`config.mk`:
```
export PLATFORM = sky130hd
export DESIGN_NAME = mem_access_ctrl
export DESIGN_NICKNAME = d
export VERILOG_FILES = /design/src/rtl/mem_access_ctrl.sv
export SDC_FILE = /design/constraint.sdc
export NUM_CORES = 1
export LEC_CHECK = 0
export CORE_MARGIN = 8
export CORE_UTILIZATION = 39
export CTS_CLUSTER_DIAMETER = 50
export DETAILED_ROUTE_END_ITERATION = 12
export PLACE_DENSITY = 0.79
export SYNTH_ARGS = -nofsm -noshare
export SYNTH_HDL_FRONTEND = slang
export SYNTH_SLANG_ARGS = --single-unit
```
`constraint.sdc`:
```
create_clock -name clk -period 3.3 [get_ports clk]
set_clock_uncertainty 0.15 [all_clocks]
set_input_delay 0.33 -clock clk [delete_from_list [all_inputs] [get_ports clk]]
set_output_delay 0.33 -clock clk [all_outputs]
set_load 0.05 [all_outputs]
```
`src/rtl/mem_access_ctrl.sv`:
```
// mem_access_ctrl: MEM-stage initiator for the 64-word data memory.
// Maps a byte address to a word address, drives the memory write port,
// captures load data and holds the pipeline with freeze until the access
// completes after WAIT_CYCLES extra wait states.
// Optional address checking is enabled by defining MEM_ACCESS_CHECK_EN;
// without it addresses wrap silently and err is tied to 0.
//
// state | meaning
// IDLE  | waiting for a request; freeze follows req_valid
// WAIT  | access in progress; wait counter runs down to 0
// DONE  | one-cycle completion, resp_valid (and err) pulse
module mem_access_ctrl #(
  parameter int WORDLENGTH  = 32,
  parameter int ADDR_BASE   = 1024,
  parameter int WAIT_CYCLES = 2
) (
  input  logic                  clk,
  input  logic                  rst,
  input  logic                  req_valid,
  input  logic                  req_we,
  input  logic [31:0]           req_addr,
  input  logic [WORDLENGTH-1:0] req_wdata,
  output logic                  freeze,
  output logic                  resp_valid,
  output logic [WORDLENGTH-1:0] resp_rdata,
  output logic [5:0]            mem_addr,
  output logic                  mem_wr_en,
  output logic [WORDLENGTH-1:0] mem_wr_data,
  input  logic [WORDLENGTH-1:0] mem_rd_data,
  output logic                  err
);

  typedef enum logic [1:0] {
    IDLE = 2'd0,
    WAIT = 2'd1,
    DONE = 2'd2
  } state_t;

  localparam logic [31:0] BASE     = 32'(ADDR_BASE);
  localparam logic [3:0]  CNT_INIT = 4'(WAIT_CYCLES);

  state_t      state;
  logic [3:0]  wait_cnt;
  logic        we_q;
  logic        bad_q;
  logic [31:0] addr_off;
  logic [5:0]  word_addr;
  logic        req_bad;

  // Byte offset from the memory base; the word index wraps every 256 bytes.
  always_comb begin
    addr_off  = req_addr - BASE;
    word_addr = 6'(addr_off >> 2);
  end

`ifdef MEM_ACCESS_CHECK_EN
  // Flag misaligned accesses and anything outside the 256-byte window.
  always_comb begin
    req_bad = (req_addr[1:0] != 2'b00) || (req_addr < BASE) || (addr_off >= 32'd256);
  end
`else
  // No checking: every request is treated as legal.
  always_comb begin
    req_bad = 1'b0;
  end
`endif

  // Pipeline stall: follows the request in IDLE, held for the whole access.
  always_comb begin
    freeze = 1'b0;
    if (!rst) begin
      if (state == IDLE) begin
        freeze = req_valid;
      end else if (state == WAIT) begin
        freeze = 1'b1;
      end
    end
  end

  // Sequencer: latch the request, count wait states, pulse write and response.
  // mem_wr_en is registered one cycle ahead so it is high exactly in the
  // WAIT cycle where the counter reads 0.
  always_ff @(posedge clk or posedge rst) begin
    if (rst) begin
      state       <= IDLE;
      wait_cnt    <= '0;
      we_q        <= 1'b0;
      bad_q       <= 1'b0;
      resp_valid  <= 1'b0;
      resp_rdata  <= '0;
      mem_addr    <= '0;
      mem_wr_en   <= 1'b0;
      mem_wr_data <= '0;
      err         <= 1'b0;
    end else begin
      resp_valid <= 1'b0;
      err        <= 1'b0;
      mem_wr_en  <= 1'b0;
      case (state)
        IDLE: begin
          if (req_valid) begin
            we_q        <= req_we;
            bad_q       <= req_bad;
            mem_addr    <= word_addr;
            mem_wr_data <= req_wdata;
            wait_cnt    <= CNT_INIT;
            mem_wr_en   <= (CNT_INIT == 4'd0) && req_we && !req_bad;
            state       <= WAIT;
          end
        end
        WAIT: begin
          if (wait_cnt == 4'd0) begin
            if (bad_q) begin
              resp_rdata <= '0;
            end else if (!we_q) begin
              resp_rdata <= mem_rd_data;
            end
            resp_valid <= 1'b1;
            err        <= bad_q;
            state      <= DONE;
          end else begin
            wait_cnt  <= wait_cnt - 4'd1;
            mem_wr_en <= (wait_cnt == 4'd1) && we_q && !bad_q;
          end
        end
        DONE: begin
          state <= IDLE;
        end
        default: begin
          state <= IDLE;
        end
      endcase
    end
  end

endmodule

```
# Yosys cells after proc, flatten, opt, wreduce, memory -nomap -nowiden

Index checks and enable logic that the tools add are counted.

Add/subtract/negate cells: 2
Eq/ne operators: 5
Mux-type cells: 14
Bitwise operators: 1
Reductions and logical operators: 8

Operators by type and width:

| cell                                                                   | number |
|---|---|
| 32-bit 2-to-1 mux                                                      | 1 |
| 4-bit 2-to-1 mux                                                       | 2 |
| 4-bit case mux with 2 select lines                                     | 1 |
| 8-bit by 1-bit subtractor with 8-bit output (second input constant)    | 1 |
| 1-bit 2-to-1 mux                                                       | 7 |
| 3-bit AND reduction                                                    | 2 |
| 4-bit by 1-bit equality test with 1-bit output (second input constant) | 1 |
| 4-bit logical NOT                                                      | 1 |
| 2-bit 2-to-1 mux                                                       | 2 |
| 2-bit != test (second input constant)                                  | 2 |
| 2-bit case mux with 2 select lines                                     | 1 |
| 2-bit AND reduction                                                    | 2 |
| 4-bit by 1-bit subtractor with 4-bit output (second input constant)    | 1 |
| 2-bit by 1-bit equality test with 1-bit output (second input constant) | 1 |
| 2-bit logical NOT                                                      | 1 |
| 2-bit by 1-bit != test with 1-bit output (second input constant)       | 1 |
| 2-bit nonzero test                                                     | 1 |
| 1-bit logical AND                                                      | 1 |
| 1-bit inverter                                                         | 1 |

Register bits after elaboration: 79
Input bits: 100
Output and inout bits: 74

# Logic depth before layout (Yosys ltp)

Gate-level depths: netlist of the first run.

Word-level depth: 4
Mapped depth: 8
Depth with buffers taken out: 5

# Least setup slack after synthesis of the first run

Ideal clock, no wire load.

Path kind: register to register
Start: register wait_cnt[1]
End: register resp_rdata[0]
Setup time: 125 ps
Arrival: 2012 ps
Setup slack: 1013 ps
Cell stages (with the launch flop): 9
Period minus slack after synthesis: 2287 ps
Path through: dfrtp_1 inv_1 ha_1 or3b_1 buf_2 or3_1 buf_6 buf_12 mux2_4

Word-level cells in the longest chain between the ends: 2

RTL lines:

| what                          | line | source |
|---|---|---|
| from (decl)                   | 43   | `logic [3:0] wait_cnt;` |
| from (signal assigned)        | 122  | `wait_cnt <= wait_cnt - 4'd1;` |
| 4-bit logical NOT             | 112  | `if (wait_cnt == 4'd0) begin` |
| 3-bit AND reduction (no line) | --   |  |
| to (signal assigned)          | 116  | `resp_rdata <= mem_rd_data;` |
| to (decl)                     | 25   | `output logic [WORDLENGTH-1:0] resp_rdata,` |

No other way between the ends.
A chain may end at the register's enable or synchronous reset.

# Final worst setup path of the first run

Start: register wait_cnt[1]
End: register resp_rdata[22]

Same word-level chain as after synthesis.

==> metrics.txt, run 1 <==
# TYPE chip_impl_metric gauge
chip_impl_metric{name="worst-endpoint-required",unit="ns"} 3.36
chip_impl_metric{name="synth_nets",unit=""} 380
chip_impl_metric{name="crit_fanout",unit=""} 32
chip_impl_metric{name="synthCells",unit=""} 277
chip_impl_metric{name="route.antenna.remaining_nets",unit=""} 0
chip_impl_metric{name="grt_util_all_layers",unit="%"} 15.0
chip_impl_metric{name="drt-pass1-iter-count",unit=""} 4
chip_impl_metric{name="cts-buffers-inserted",unit=""} 9
chip_impl_metric{name="initial_core_util",unit="%"} 39.8
chip_impl_metric{name="drive_above_1_share",unit="%"} 12.7
chip_impl_metric{name="layout_min_cycle_time",unit="ns"} 2.61
chip_impl_metric{name="post_cts.resized_instances",unit=""} 0
chip_impl_metric{name="synth_seq_cells",unit=""} 79
chip_impl_metric{name="cts.hold.buffers_added",unit=""} 0
chip_impl_metric{name="floorplan_core_area",unit="sq um"} 8090
chip_impl_metric{name="cts.reportedPaths.clkPinSlew",unit="ns"} 0.08
chip_impl_info{name="yosys.cell_count.top_type",value="nand2_1"} 1
chip_impl_metric{name="numClockSinks",unit=""} 79
chip_impl_metric{name="finalWeightedCongestion",unit=""} 0.760
chip_impl_metric{name="via_count",unit=""} 2413
chip_impl_metric{name="fp.dieArea",unit="sq um"} 11400
chip_impl_metric{name="yosysUniqueCellTypes",unit=""} 25
chip_impl_metric{name="post_dp_cell_area",unit="sq um"} 4730
chip_impl_metric{name="final-max-slew-violation-count",unit=""} 0
chip_impl_metric{name="antenna_cells_inserted",unit=""} 0
chip_impl_metric{name="area.growth.synth_to_final",unit="%"} 54.2
chip_impl_metric{name="synth.top_cell.area_share",unit="%"} 61.4
chip_impl_metric{name="powerDensity",unit="nW/um^2"} 1210
chip_impl_info{name="critical_path.startpoint_type",value="flop"} 1
chip_impl_metric{name="die-width",unit="microns"} 107
chip_impl_metric{name="synth-edff-count",unit=""} 0
chip_impl_metric{name="grt_start_max_net_pins",unit=""} 43
chip_impl_metric{name="worst_hold_slack",unit="ns"} 0.218
chip_impl_metric{name="grt_pass1_vias",unit=""} 2631
chip_impl_metric{name="vdd.ir_drop.worst",unit="V"} 0.000451
chip_impl_metric{name="io_buffer_count",unit=""} 146
chip_impl_info{name="reg2reg_from",value="wait_cnt[1]"} 1
chip_impl_info{name="clock-root-buffer",value="clkbuf_8"} 1
chip_impl_info{name="status",value="finished, final reports clean"} 1
chip_impl_metric{name="timing.max_slew.rel_slack",unit="%"} 41.3
chip_impl_metric{name="static-leakage-power",unit="uW"} 0.00240
chip_impl_info{name="critical_path.endpoint_type",value="flop"} 1
chip_impl_metric{name="buffer_depth_of_the_longest_clock_path",unit=""} 2
chip_impl_info{name="synthFlopType",value="dfrtp_1"} 1
chip_impl_metric{name="final.setup.tns",unit="ns"} 0
chip_impl_metric{name="top_level_ports",unit=""} 174
chip_impl_metric{name="syn-mean-instance-area",unit="sq um"} 11.6
chip_impl_metric{name="report.final.setup_viol",unit=""} 0
chip_impl_metric{name="worst-slew-pin-transition",unit="ns"} 0.880
chip_impl_metric{name="finish.net_count",unit=""} 526
chip_impl_metric{name="insertion_delay",unit="ns"} 0.34
chip_impl_metric{name="worstPathArrival",unit="ns"} 2.67
chip_impl_metric{name="grt_overflow_total",unit=""} 0
chip_impl_info{name="startpoint",value="wait_cnt[1]"} 1
chip_impl_metric{name="ys.warnings.count",unit=""} 0
chip_impl_metric{name="antenna_violations_before_repair",unit=""} 0
chip_impl_metric{name="die_h",unit="microns"} 107
chip_impl_info{name="tritoncts",value="yes"} 1
chip_impl_metric{name="timing_hold_violations_final",unit=""} 0
chip_impl_info{name="cp_top_family",value="simple AND/OR/NAND/NOR gates"} 1
chip_impl_info{name="worstSetupPathType",value="flop to flop"} 1
chip_impl_metric{name="global_route_wire_length_before_repair",unit="microns"} 13500
chip_impl_metric{name="vias_per_cell",unit=""} 4.54
chip_impl_metric{name="max_cap_viol_count",unit=""} 0
chip_impl_info{name="rsz0062_at_grt",value="no"} 1
chip_impl_metric{name="route.detailed.drc",unit=""} 0
chip_impl_metric{name="max_freq",unit="MHz"} 384
chip_impl_metric{name="crit_buf_inv",unit=""} 2
chip_impl_metric{name="avgRoutedWirePerCell",unit="microns"} 16.0
chip_impl_metric{name="synth.cell_area",unit="sq um"} 3220
chip_impl_metric{name="drtIter0Drc",unit=""} 107
chip_impl_info{name="dominant_cell_type_by_area_after_synthesis",value="dfrtp_1"} 1
chip_impl_metric{name="postSynth.asyncResetShare",unit="%"} 100
chip_impl_metric{name="route.final.wire_length",unit="microns"} 8500
chip_impl_metric{name="crit_path_max_incr_delay",unit="ns"} 0.48
chip_impl_metric{name="dp_hpwl",unit="microns"} 6470
chip_impl_info{name="hp-class",value="primary input to async pin"} 1
chip_impl_metric{name="synth.yosys.seq_area_share",unit="%"} 61.4
chip_impl_info{name="cp_cell_sequence",value="inv_1, ha_1, or3b_1, or3_2, buf_4, mux2_4"} 1
chip_impl_metric{name="fp-row-count",unit=""} 33
chip_impl_info{name="ys_top_cells_by_area",value="dfrtp_1 61%, nand2_1 14%, mux2_4 14%"} 1
chip_impl_metric{name="ctsHtreeMaxLevel",unit=""} 3
chip_impl_info{name="synth.top_cells.by_count",value="123 x nand2_1, 79 x dfrtp_1, 30 x mux2_4, 9 x clkbuf_1, 4 x nor2_1"} 1
chip_impl_metric{name="final_min_period_over_clock_period",unit="%"} 78.9
chip_impl_metric{name="postCtsSetupRepairBufs",unit=""} 0
chip_impl_info{name="cp_slowest_cell",value="or3_2"} 1
chip_impl_metric{name="final_area",unit="sq um"} 4970
==> layout make-up <==
| class | count | area (sq um) |
|---|---|---|
| clock inverters | 4 | 95.1 |
| clock buffers | 10 | 138 |
| repair buffers | 150 | 1490 |
| flip-flops and latches | 79 | 1980 |
| inverters | 3 | 12.5 |
| fillers | 677 | 3130 |
| multi-input cells | 180 | 1120 |
| well taps | 105 | 131 |
==> through the flow <==
step           instances  total power [uW]  utilization [%]  setup WS, ns
2_1_floorplan        277              4070                -         0.797
6_report             531              6030             61.4         0.695
5_1_grt              531              6340             61.4         0.561
3_5_place_dp         517              5250             58.5         0.699
4_1_cts              531              6110             61.4         0.685
3_3_place_gp         517              5160             58.5         0.785
==> worst register-to-register path: stages, from the launching register on <==
cell	delay, ns
dfrtp_1	0.40
inv_1	0.13
ha_1	0.17
or3b_1	0.46
or3_2	0.48
buf_4	0.32
mux2_4	0.38
==> report_power, final <==
group          switching (uW)  leakage, uW  total, uW  internal (uW)
combinational            2210      0.00132       3490           1270
sequential                268     0.000957       1710           1440
clock                     326     0.000118        839            514
total                    2810      0.00240       6030           3220
==> path summary, 6_finish.rpt <==
check                                   to  slack (ns)  cells past startpoint
setup / recovery            resp_rdata[22]        0.69                      6
hold / removal               resp_rdata[7]        0.22                      2
setup reg to reg            resp_rdata[22]        0.69                      6
hold reg to reg            mem_wr_data[23]        0.32                      2
max in group asynchronous       resp_valid        2.06                      3
min in group clk           mem_wr_data[23]        0.32                      2
==> sequential cells by signal, summed over array words and instances (netlist names) <==
name,cells
state,2
wait_cnt,4
we_q,1
mem_wr_data,32
resp_valid,1
mem_addr,6
resp_rdata,32
mem_wr_en,1
==> routing by layer <==
layer / global-route usage, % / vias up / share of wire, %
li1: - / 1167 / -
met1: 16.6 / 1143 / 40
met2: 25.0 / 94 / 49
met3: 7.32 / 9 / 10
met4: 4.52 / 0 / 0.94
met5: 0 / - / 0
==> placed cells by master, fill, tap and decap left out, types with 2 or more instances in the layout <==
master           count
mux2_4              30
clkdlybuf4s50_1    146
nor2_1               4
buf_4                4
ha_1                 3
nand2_1            123
clkinv_2             2
mux2i_1              2
bufinv_16            3
nand3_1              3
inv_1                2
mux2_2               2
clkbuf_8            10
dfrtp_1             79
==> kinds of logic after synthesis <==
family	after synthesis	share of synthesized area, %
other	1	0.116
DFF	79	61.4
AOI/OAI and AO/OA	2	0.544
adders and majority gates	3	1.17
muxes	34	15.3
and+or+nand+nor	140	17.5
buffers and inverters	18	4.00
Power figures use the tool's default switching activity.
==> run 2: changes to the inputs <==
- CORE_UTILIZATION: 39 -> 35
- PLACE_DENSITY: 0.79 -> 0.75
- clock period: 3.3 -> 2.3 ns (I/O delays scaled with it)
==> run 2 against run 1 <==
  * Worst hold slack lost 0.030 ns
  * Global-route usage shrank 1.5 points
  * Setup slack lost 0.59 ns
  * Register-to-register slack lost 0.59 ns
  * Non-clock buffer count grew 7
  * Routed wire length grew 1.8%
  * Sequential cell count is the same
  * Sequential share of layout area shrank 0.49 points
  * Largest cell class unchanged
==> metrics.txt, run 2 (same netlist as run 1, synthesis figures left out) <==
# TYPE chip_impl_metric gauge
chip_impl_info{name="status",value="finished, final reports clean"} 1
chip_impl_metric{name="antenna_cells_inserted",unit=""} 0
chip_impl_info{name="critical_path.startpoint_type",value="flop"} 1
chip_impl_metric{name="antenna_violations_before_repair",unit=""} 0
chip_impl_metric{name="ff_latch_area",unit="sq um"} 1980
chip_impl_metric{name="die_h",unit="microns"} 112
chip_impl_metric{name="worstPathArrival",unit="ns"} 2.27
chip_impl_metric{name="timing.max_slew.rel_slack",unit="%"} 58.5
chip_impl_metric{name="switchingPower",unit="uW"} 4090
chip_impl_metric{name="cts.reportedPaths.clkPinSlew",unit="ns"} 0.08
chip_impl_metric{name="route.detailed.drc",unit=""} 0
chip_impl_metric{name="ctsHtreeMaxLevel",unit=""} 3
chip_impl_metric{name="final_min_period_over_clock_period",unit="%"} 95.6
chip_impl_metric{name="avgRoutedWirePerCell",unit="microns"} 15.8
chip_impl_metric{name="post_dp_cell_area",unit="sq um"} 4820
chip_impl_info{name="reg2reg_from",value="wait_cnt[1]"} 1
chip_impl_metric{name="floorplan_core_area",unit="sq um"} 9060
chip_impl_metric{name="die-width",unit="microns"} 112
chip_impl_metric{name="numClockSinks",unit=""} 79
chip_impl_metric{name="insertion_delay",unit="ns"} 0.33
chip_impl_metric{name="grt_overflow_total",unit=""} 0
chip_impl_metric{name="timing_hold_violations_final",unit=""} 0
chip_impl_metric{name="worst-r2r-setup-slack",unit="ns"} 0.10
chip_impl_metric{name="buffer_depth_of_the_longest_clock_path",unit=""} 2
chip_impl_metric{name="final.setup.tns",unit="ns"} 0
chip_impl_metric{name="placed_cells",unit=""} 529
chip_impl_info{name="registers_with_the_most_flip_flops",value="mem_wr_data x32, resp_rdata x32, mem_addr x6"} 1
chip_impl_metric{name="postCtsSetupRepairBufs",unit=""} 0
chip_impl_metric{name="static-leakage-power",unit="uW"} 0.00242
chip_impl_metric{name="top_level_ports",unit=""} 174
chip_impl_metric{name="cts.hold.buffers_added",unit=""} 0
chip_impl_metric{name="grt_pass1_vias",unit=""} 2672
chip_impl_metric{name="report.final.setup_viol",unit=""} 0
chip_impl_metric{name="post_cts.resized_instances",unit=""} 0
chip_impl_metric{name="sw_frac_of_total",unit="%"} 48.2
chip_impl_metric{name="initial_core_util",unit="%"} 35.5
chip_impl_metric{name="vdd.ir_drop.worst",unit="V"} 0.000854
chip_impl_metric{name="met3_wirelength",unit="microns"} 731
chip_impl_metric{name="area.growth.synth_to_final",unit="%"} 56.1
chip_impl_metric{name="final_area",unit="sq um"} 5030
chip_impl_metric{name="route.final.wire_length",unit="microns"} 8650
chip_impl_metric{name="fp-row-count",unit=""} 35
chip_impl_info{name="critical_path.endpoint_type",value="flop"} 1
chip_impl_metric{name="met2RoutedLength",unit="microns"} 4150
chip_impl_metric{name="drive_above_1_share",unit="%"} 14.3
chip_impl_metric{name="worst_slack",unit="ns"} 0.102
chip_impl_metric{name="via_count",unit=""} 2440
chip_impl_metric{name="grt_start_max_net_pins",unit=""} 33
chip_impl_metric{name="worst-endpoint-required",unit="ns"} 2.37
chip_impl_metric{name="power_frac_clock",unit="%"} 10.9
chip_impl_metric{name="vias_per_cell",unit=""} 4.47
chip_impl_metric{name="route.antenna.remaining_nets",unit=""} 0
chip_impl_metric{name="cts-buffers-inserted",unit=""} 9
chip_impl_metric{name="finalWeightedCongestion",unit=""} 0.754
chip_impl_metric{name="drt-pass1-iter-count",unit=""} 4
chip_impl_metric{name="layoutNonFillerInstCount",unit=""} 546
chip_impl_metric{name="io_buffer_count",unit=""} 146
chip_impl_metric{name="grt_util_all_layers",unit="%"} 13.6
chip_impl_info{name="endpoint",value="resp_rdata[9]"} 1
chip_impl_info{name="startpoint",value="wait_cnt[1]"} 1
chip_impl_metric{name="share_seq_of_total_power",unit="%"} 28.8
chip_impl_metric{name="multi_input_area",unit="sq um"} 1120
chip_impl_info{name="r2r-end",value="resp_rdata[9]"} 1
chip_impl_metric{name="dp_hpwl",unit="microns"} 6440
chip_impl_info{name="clock-root-buffer",value="clkbuf_8"} 1
chip_impl_metric{name="finish.net_count",unit=""} 533
chip_impl_info{name="worstSetupPathType",value="flop to flop"} 1
chip_impl_metric{name="crit_fanout",unit=""} 16
chip_impl_metric{name="powerDensity",unit="nW/um^2"} 1690
chip_impl_info{name="layout.cells.most_common_list",value="145 x clkdlybuf4s50_1, 123 x nand2_1, 79 x dfrtp_1, 30 x mux2_4, 10 x clkbuf_8"} 1
chip_impl_info{name="dr.max_layer_used",value="met4"} 1
chip_impl_metric{name="internal-power",unit="uW"} 4390
chip_impl_metric{name="layout_min_cycle_time",unit="ns"} 2.20
chip_impl_metric{name="utilization",unit="%"} 55.5
chip_impl_metric{name="fp.dieArea",unit="sq um"} 12500
chip_impl_info{name="rsz0062_at_grt",value="no"} 1
chip_impl_metric{name="worst-slew-pin-transition",unit="ns"} 0.621
chip_impl_info{name="final_common_cell",value="clkdlybuf4s50_1"} 1
chip_impl_metric{name="share_comb_of_total_power",unit="%"} 60.2
chip_impl_info{name="hp-class",value="primary input to async pin"} 1
chip_impl_metric{name="pre_cts_ws",unit="ns"} 0.0178
chip_impl_metric{name="n_fill_cell",unit=""} 774
chip_impl_metric{name="global_route_wire_length_before_repair",unit="microns"} 13600
chip_impl_metric{name="reg2regPathDepth",unit=""} 6
chip_impl_metric{name="wire_length_on_met1",unit="microns"} 3690
chip_impl_metric{name="final-max-slew-violation-count",unit=""} 0
chip_impl_metric{name="drtIter0Drc",unit=""} 125
chip_impl_info{name="tritoncts",value="yes"} 1
chip_impl_metric{name="max_cap_viol_count",unit=""} 0
chip_impl_metric{name="max_freq",unit="MHz"} 455
[run 2: changes by cell type in the layout (fill, tap and decap cells not counted), moves of 2 or more]
cell | previous run | this run
bufinv_16 | 3 | 0
buf_4 | 4 | 8
buf_12 | 0 | 3
clkinvlp_4 | 0 | 2
clkbuf_1 | 0 | 2
[run 2: stage by stage]
stage	hold slack, ns	total power, uW
global route	0.248	8940
finish	0.188	8480
floorplan	0.185	5840
detailed placement	0.311	7600
CTS	0.198	8570
global placement	0.309	7490
[run 2: layout make-up]
type                            count  share of cell area, %
Clock buffer                       12                   2.89
Inverter                            3                  0.299
Sequential cell                    79                   39.3
Multi-Input combinational cell    180                   22.4
Clock inverter                      4                  0.597
Timing Repair Buffer              157                   31.8
Tap cell                          111                   2.76
[run 2: critical path: stages, from the launching register on]
cell       delay (ns)
dfrtp_1          0.40
inv_1            0.08
ha_1             0.15
or3b_1           0.36
or3_4            0.42
clkbuf_16        0.21
mux2_4           0.30
[run 2: how the worst min path moves through the flow]
stage | end | slack [ns] | cells past startpoint
6_report | mem_wr_data[22] | 0.19 | 2
5_1_grt | mem_wr_data[22] | 0.25 | 2
4_1_cts | mem_wr_data[22] | 0.20 | 2
3_5_place_dp | mem_wr_data[8] | 0.31 | 2
3_3_place_gp | mem_wr_data[27] | 0.31 | 2
2_1_floorplan | mem_addr[0] | 0.19 | 2
[run 2: layer usage]
layer  global-route usage (%)  up-vias
li1                         -     1176
met1                     16.0     1158
met2                     22.3       96
met3                     5.19       10
met4                     4.56        0
met5                        0        -
[run 2: power groups by stage]
stage	logic, uW	clock network [uW]	registers (uW)
floorplan	1240	0	4600
global placement	5070	0	2420
detailed placement	5130	0	2470
CTS	5140	977	2450
global route	5380	1030	2530
finish	5110	926	2450
==> RTL edit 1, RTL diff (config.mk and constraints of run 1) <==
The parameter `WORDLENGTH` goes from 32 to 64.
--- a/src/rtl/mem_access_ctrl.sv
+++ b/src/rtl/mem_access_ctrl.sv
@@ -10,7 +10,7 @@
 // WAIT  | access in progress; wait counter runs down to 0
 // DONE  | one-cycle completion, resp_valid (and err) pulse
 module mem_access_ctrl #(
-  parameter int WORDLENGTH  = 32,
+  parameter int WORDLENGTH  = 64,
   parameter int ADDR_BASE   = 1024,
   parameter int WAIT_CYCLES = 2
 ) (
Interface: changed (resized mem_rd_data, mem_wr_data, req_wdata and resp_rdata); port bits go from 174 to 302. The function was not compared with the original's and may differ.
==> RTL edit 1 against run 1 <==
Maximum frequency is 2.1% lower; wire length up 88%; synthesized area grew 78%; total power up 99%; die area is 65% higher; cell area increased by 86%; synthesized cell count up 18%; critical path depth decreased by 3; worst setup slack got worse by 57 ps; sequential cell count increased by 64; combinational power rose by 95%; via count rose by 61%; non-clock buffer count up 129; largest cell class unchanged.
==> RTL edit 1: results (changes against run 1) <==
layout:
  reg_top3: "mem_wr_data: 64 flops, resp_rdata: 64 flops, mem_addr: 6 flops"  # was mem_wr_data: 32 flops, resp_rdata: 32 flops, mem_addr: 6 flops
  final_common_cell: "clkdlybuf4s50_1"  # unchanged
  drive_gt1_share_pct: 28.3  # was 12.7%
  antenna_cells: 0  # unchanged
  nNetsFinal: 776  # was 526
  fillerInstances: 1028  # was 677
worst_hold_path:
  hold_class: "in -> async"  # unchanged
power:
  p_leak_nw: 4.05  # was 2.40 nW
  ir_drop_mv: 0.793  # was 0.451 mV
clock_tree:
  post_cts_resized: 0  # unchanged
  clkLatencyLatePin_ps: 410  # was 340 ps
  root_buffer: "clkbuf_16"  # was clkbuf_8
  clkTransAtPathRegs_ps: 60  # was 80 ps
  clock_path_buffers: 2  # unchanged
  cts_htree_levels: 4  # was 3
  cts_made_buffers: 17  # was 9
  cts_setup_buffers: 0  # unchanged
logic_synthesis:
  seq_area_frac_synth_pct: 62.4  # was 61.4%
  async_reset_ff_share_pct: 100  # unchanged
  ys_types: 31  # was 25
  synth_warnings: 0  # unchanged
  synthesis.nets: 495  # was 380
  ys_top_cells_by_count: "143 x dfrtp_1, 75 x mux2_2, 60 x mux2_4"  # was 123 x nand2_1, 79 x dfrtp_1, 30 x mux2_4
  synth_area_leaders: "dfrtp_1 62%, mux2_4 16%, mux2_2 15%"  # was dfrtp_1 61%, nand2_1 14%, mux2_4 14%
route:
  first_iter_violations: 150  # was 107
  avgViaCountPerCell: 4.82  # was 4.54
  drt-total-wl_mm: 15.9  # was 8.50 mm
  drt_pre_antenna_iters: 5  # was 4
worst_setup_path:
  critPathMaxFanout: 12  # was 32
global_route:
  grt_start_max_net_pins: 65  # was 43
  track_usage_pct: 17.0  # was 15.0%
  grtUsageMet2_pct: 29.0  # was 25.0%
  met3_usage_pct: 7.37  # was 7.32%
  grt_pass1_vias: 4462  # was 2631
  grt_pass1_wl_mm: 24.4  # was 13.5 mm
  met1_usage_pct: 18.6  # was 16.6%
  grt_antenna_before_repair: 0  # unchanged
timing:
  maxSlewHeadroom_pct: 19.8  # was 41.3%
  hold_violations: 0  # unchanged
status:
  status: "complete, no violations"  # unchanged
placed_design:
  hpwl_mm: 12.0  # was 6.47 mm
  place_congestion: 0.755  # was 0.760
  port_buffers: 274  # was 146
[RTL edit 1: worst max-delay path, stage by stage, from the launching register on]
cell and delay (ps):
dfrtp_1 540, o21bai_1 240, nor2_1 150, clkdlybuf4s50_1 840
[RTL edit 1: kinds of logic after synthesis]
family,count (synthesis),synth area share (%)
AO/OA/AOI/OAI,9,1.07
other,1,0.0654
AND/OR/NAND/NOR,17,2.16
flip-flops,143,62.4
adder cells (fa/ha/maj),3,0.655
buffers and inverters,20,3.21
multiplexers,135,30.4
[RTL edit 1: report_power, final]
part	internal, mW	switching (mW)	total, mW
Sequential	2.65	0.520	3.17
Clock	1.27	0.706	1.98
Combinational	2.70	4.12	6.82
[RTL edit 1: worst paths after layout]
check,from,end,slack [ps],cells past startpoint
setup reg to reg,state[0],resp_rdata[4],720,3
hold reg to reg,mem_wr_data[7],mem_wr_data[7],360,1
setup / recovery,state[0],freeze,640,3
hold / removal,rst,mem_wr_data[2],320,2
min in group clk,mem_wr_data[7],mem_wr_data[7],360,1
max in group asynchronous,rst,resp_rdata[1],1970,3
[RTL edit 1: final cells by class]
cell class                      instances  area [um2]  area share (%)
Clock inverter                          8         129            1.40
Sequential cell                       143        3580            38.8
Multi-Input combinational cell        165        1980            21.5
Clock buffer                           24         492            5.33
Timing Repair Buffer                  279        2810            30.4
Tap cell                              184         230            2.49
Inverter                                3        15.0           0.163
[RTL edit 1: layer usage]
metal	up-vias	part of all wire [%]
li1	1722	-
met1	1969	37
met2	176	51
met3	16	11
met4	0	1.3
met5	-	0
[RTL edit 1: stage by stage]
stage               worst slack, ps  power, mW  cell area (um2)  utilization [%]  std cells
floorplan                      1030       7.74             5740                -        328
global placement                846       9.90             8610             59.7        774
detailed placement              764       10.1             8610             59.7        774
CTS                             609       12.1             9230             64.0        806
global route                    527       12.5             9230             64.0        806
finish                          638       12.0             9230             64.0        806
==> RTL edit 2, RTL diff (config.mk and constraints of run 1) <==
Made on the original files. Encoding of `state_t`: now one-hot (3 bits for 3 states).
--- a/src/rtl/mem_access_ctrl.sv
+++ b/src/rtl/mem_access_ctrl.sv
@@ -30,10 +30,10 @@
   output logic                  err
 );
 
-  typedef enum logic [1:0] {
-    IDLE = 2'd0,
-    WAIT = 2'd1,
-    DONE = 2'd2
+  typedef enum logic [2:0] {
+    IDLE = 3'b001,
+    WAIT = 3'b010,
+    DONE = 3'b100
   } state_t;
 
   localparam logic [31:0] BASE     = 32'(ADDR_BASE);
Formal check against the unedited RTL: same outputs for any inputs over 4 cycles, from zero or initial values and one cycle with rst high; so few cycles prove little.
==> RTL edit 2 against run 1 <==
Worst setup slack got worse by 89 ps; die area down 3.3%; count of clock-buffer cells in the layout unchanged; wire length down 12%; synthesized cell count fell by 32%; clock power down 22%; cell area fell by 2.4%; total power shrank 5.4%; global-route usage down 1.4 points; synthesized area shrank 3.8%; critical path depth shrank 2; sequential cell count grew 1; highest routed layer unchanged.
==> RTL edit 2: results (changes against run 1) <==
status:
  status: "complete, no violations"  # unchanged
timing:
  clock.fmax_ghz: 0.371  # was 0.384 GHz
  maxSlewHeadroom_pct: 37.8  # was 41.3%
logic_synthesis:
  synth_area_leaders: "dfrtp_1 64%, mux2_2 23%, mux2_1 2.5%"  # was dfrtp_1 61%, nand2_1 14%, mux2_4 14%
  seq_area_frac_synth_pct: 64.7  # was 61.4%
  avgSynthCellArea_um2: 16.4  # was 11.6 um2
  synthesis.nets: 291  # was 380
worst_setup_path:
  r2r-start: "wait_cnt[0]"  # was wait_cnt[1]
  r2r_slack_ps: 1170  # was 690 ps
  timing.rr.end: "resp_rdata[29]"  # was resp_rdata[22]
layout:
  drive_gt1_share_pct: 25.0  # was 12.7%
  nNetsFinal: 443  # was 526
  multi_input_area_um2: 1020  # was 1120 um2
  fillerInstances: 602  # was 677
global_route:
  track_usage_pct: 13.6  # was 15.0%
  grt_start_max_net_pins: 57  # was 43
  met1_usage_pct: 14.5  # was 16.6%
route:
  first_iter_violations: 49  # was 107
  wl_met1_mm: 2.95  # was 3.40 mm
  wl_met3_um: 991  # was 876 um
  avgViaCountPerCell: 4.70  # was 4.54
  num_vias: 2095  # was 2413
  wl_per_cell_um: 16.7  # was 16.0 um
power:
  p_clk_uw: 658  # was 839 uW
  power_density_nw_per_um2: 1180  # was 1210 nW/um2
  share_seq_of_total_power_pct: 30.0  # was 28.3%
  p_leak_nw: 1.98  # was 2.40 nW
  ir_drop_mv: 0.579  # was 0.451 mV
placed_design:
  hpwl_mm: 5.82  # was 6.47 mm
  dpl_cell_area_um2: 4670  # was 4730 um2
  place_inst: 432  # was 517
  dp_slack_ps: 721  # was 699 ps
worst_hold_path:
  hold_class: "reg -> reg"  # was in -> async
-- RTL edit 2: worst max-delay path, stage by stage, from the launching register on --
cell	delay [ps]
dfstp_2	560
nand3b_1	170
a21o_1	250
nor2_1	90
clkdlybuf4s50_1	810
-- RTL edit 2: final cells by class --
cell class              count  share of cell area (%)
clock buffers              10                    2.63
clock inverters             4                   0.981
inverters                   3                   0.258
multi-input cells          97                    21.1
flip-flops and latches     80                    41.3
well taps                 102                    2.63
repair buffers            150                    31.0
-- RTL edit 2: cells by family (layout without fill, tap and decap cells) --
group | count (synthesis) | in the layout | share of synthesized area (%)
muxes | 71 | 71 | 25.8
DFF | 80 | 80 | 64.7
adders and majority gates | 2 | 2 | 0.808
buffers and inverters | 12 | 167 | 2.50
xor gates and xnor gates | 1 | 1 | 0.283
and+or+nand+nor | 14 | 14 | 3.72
AOI/OAI and AO/OA | 8 | 8 | 2.06
other | 1 | 1 | 0.121
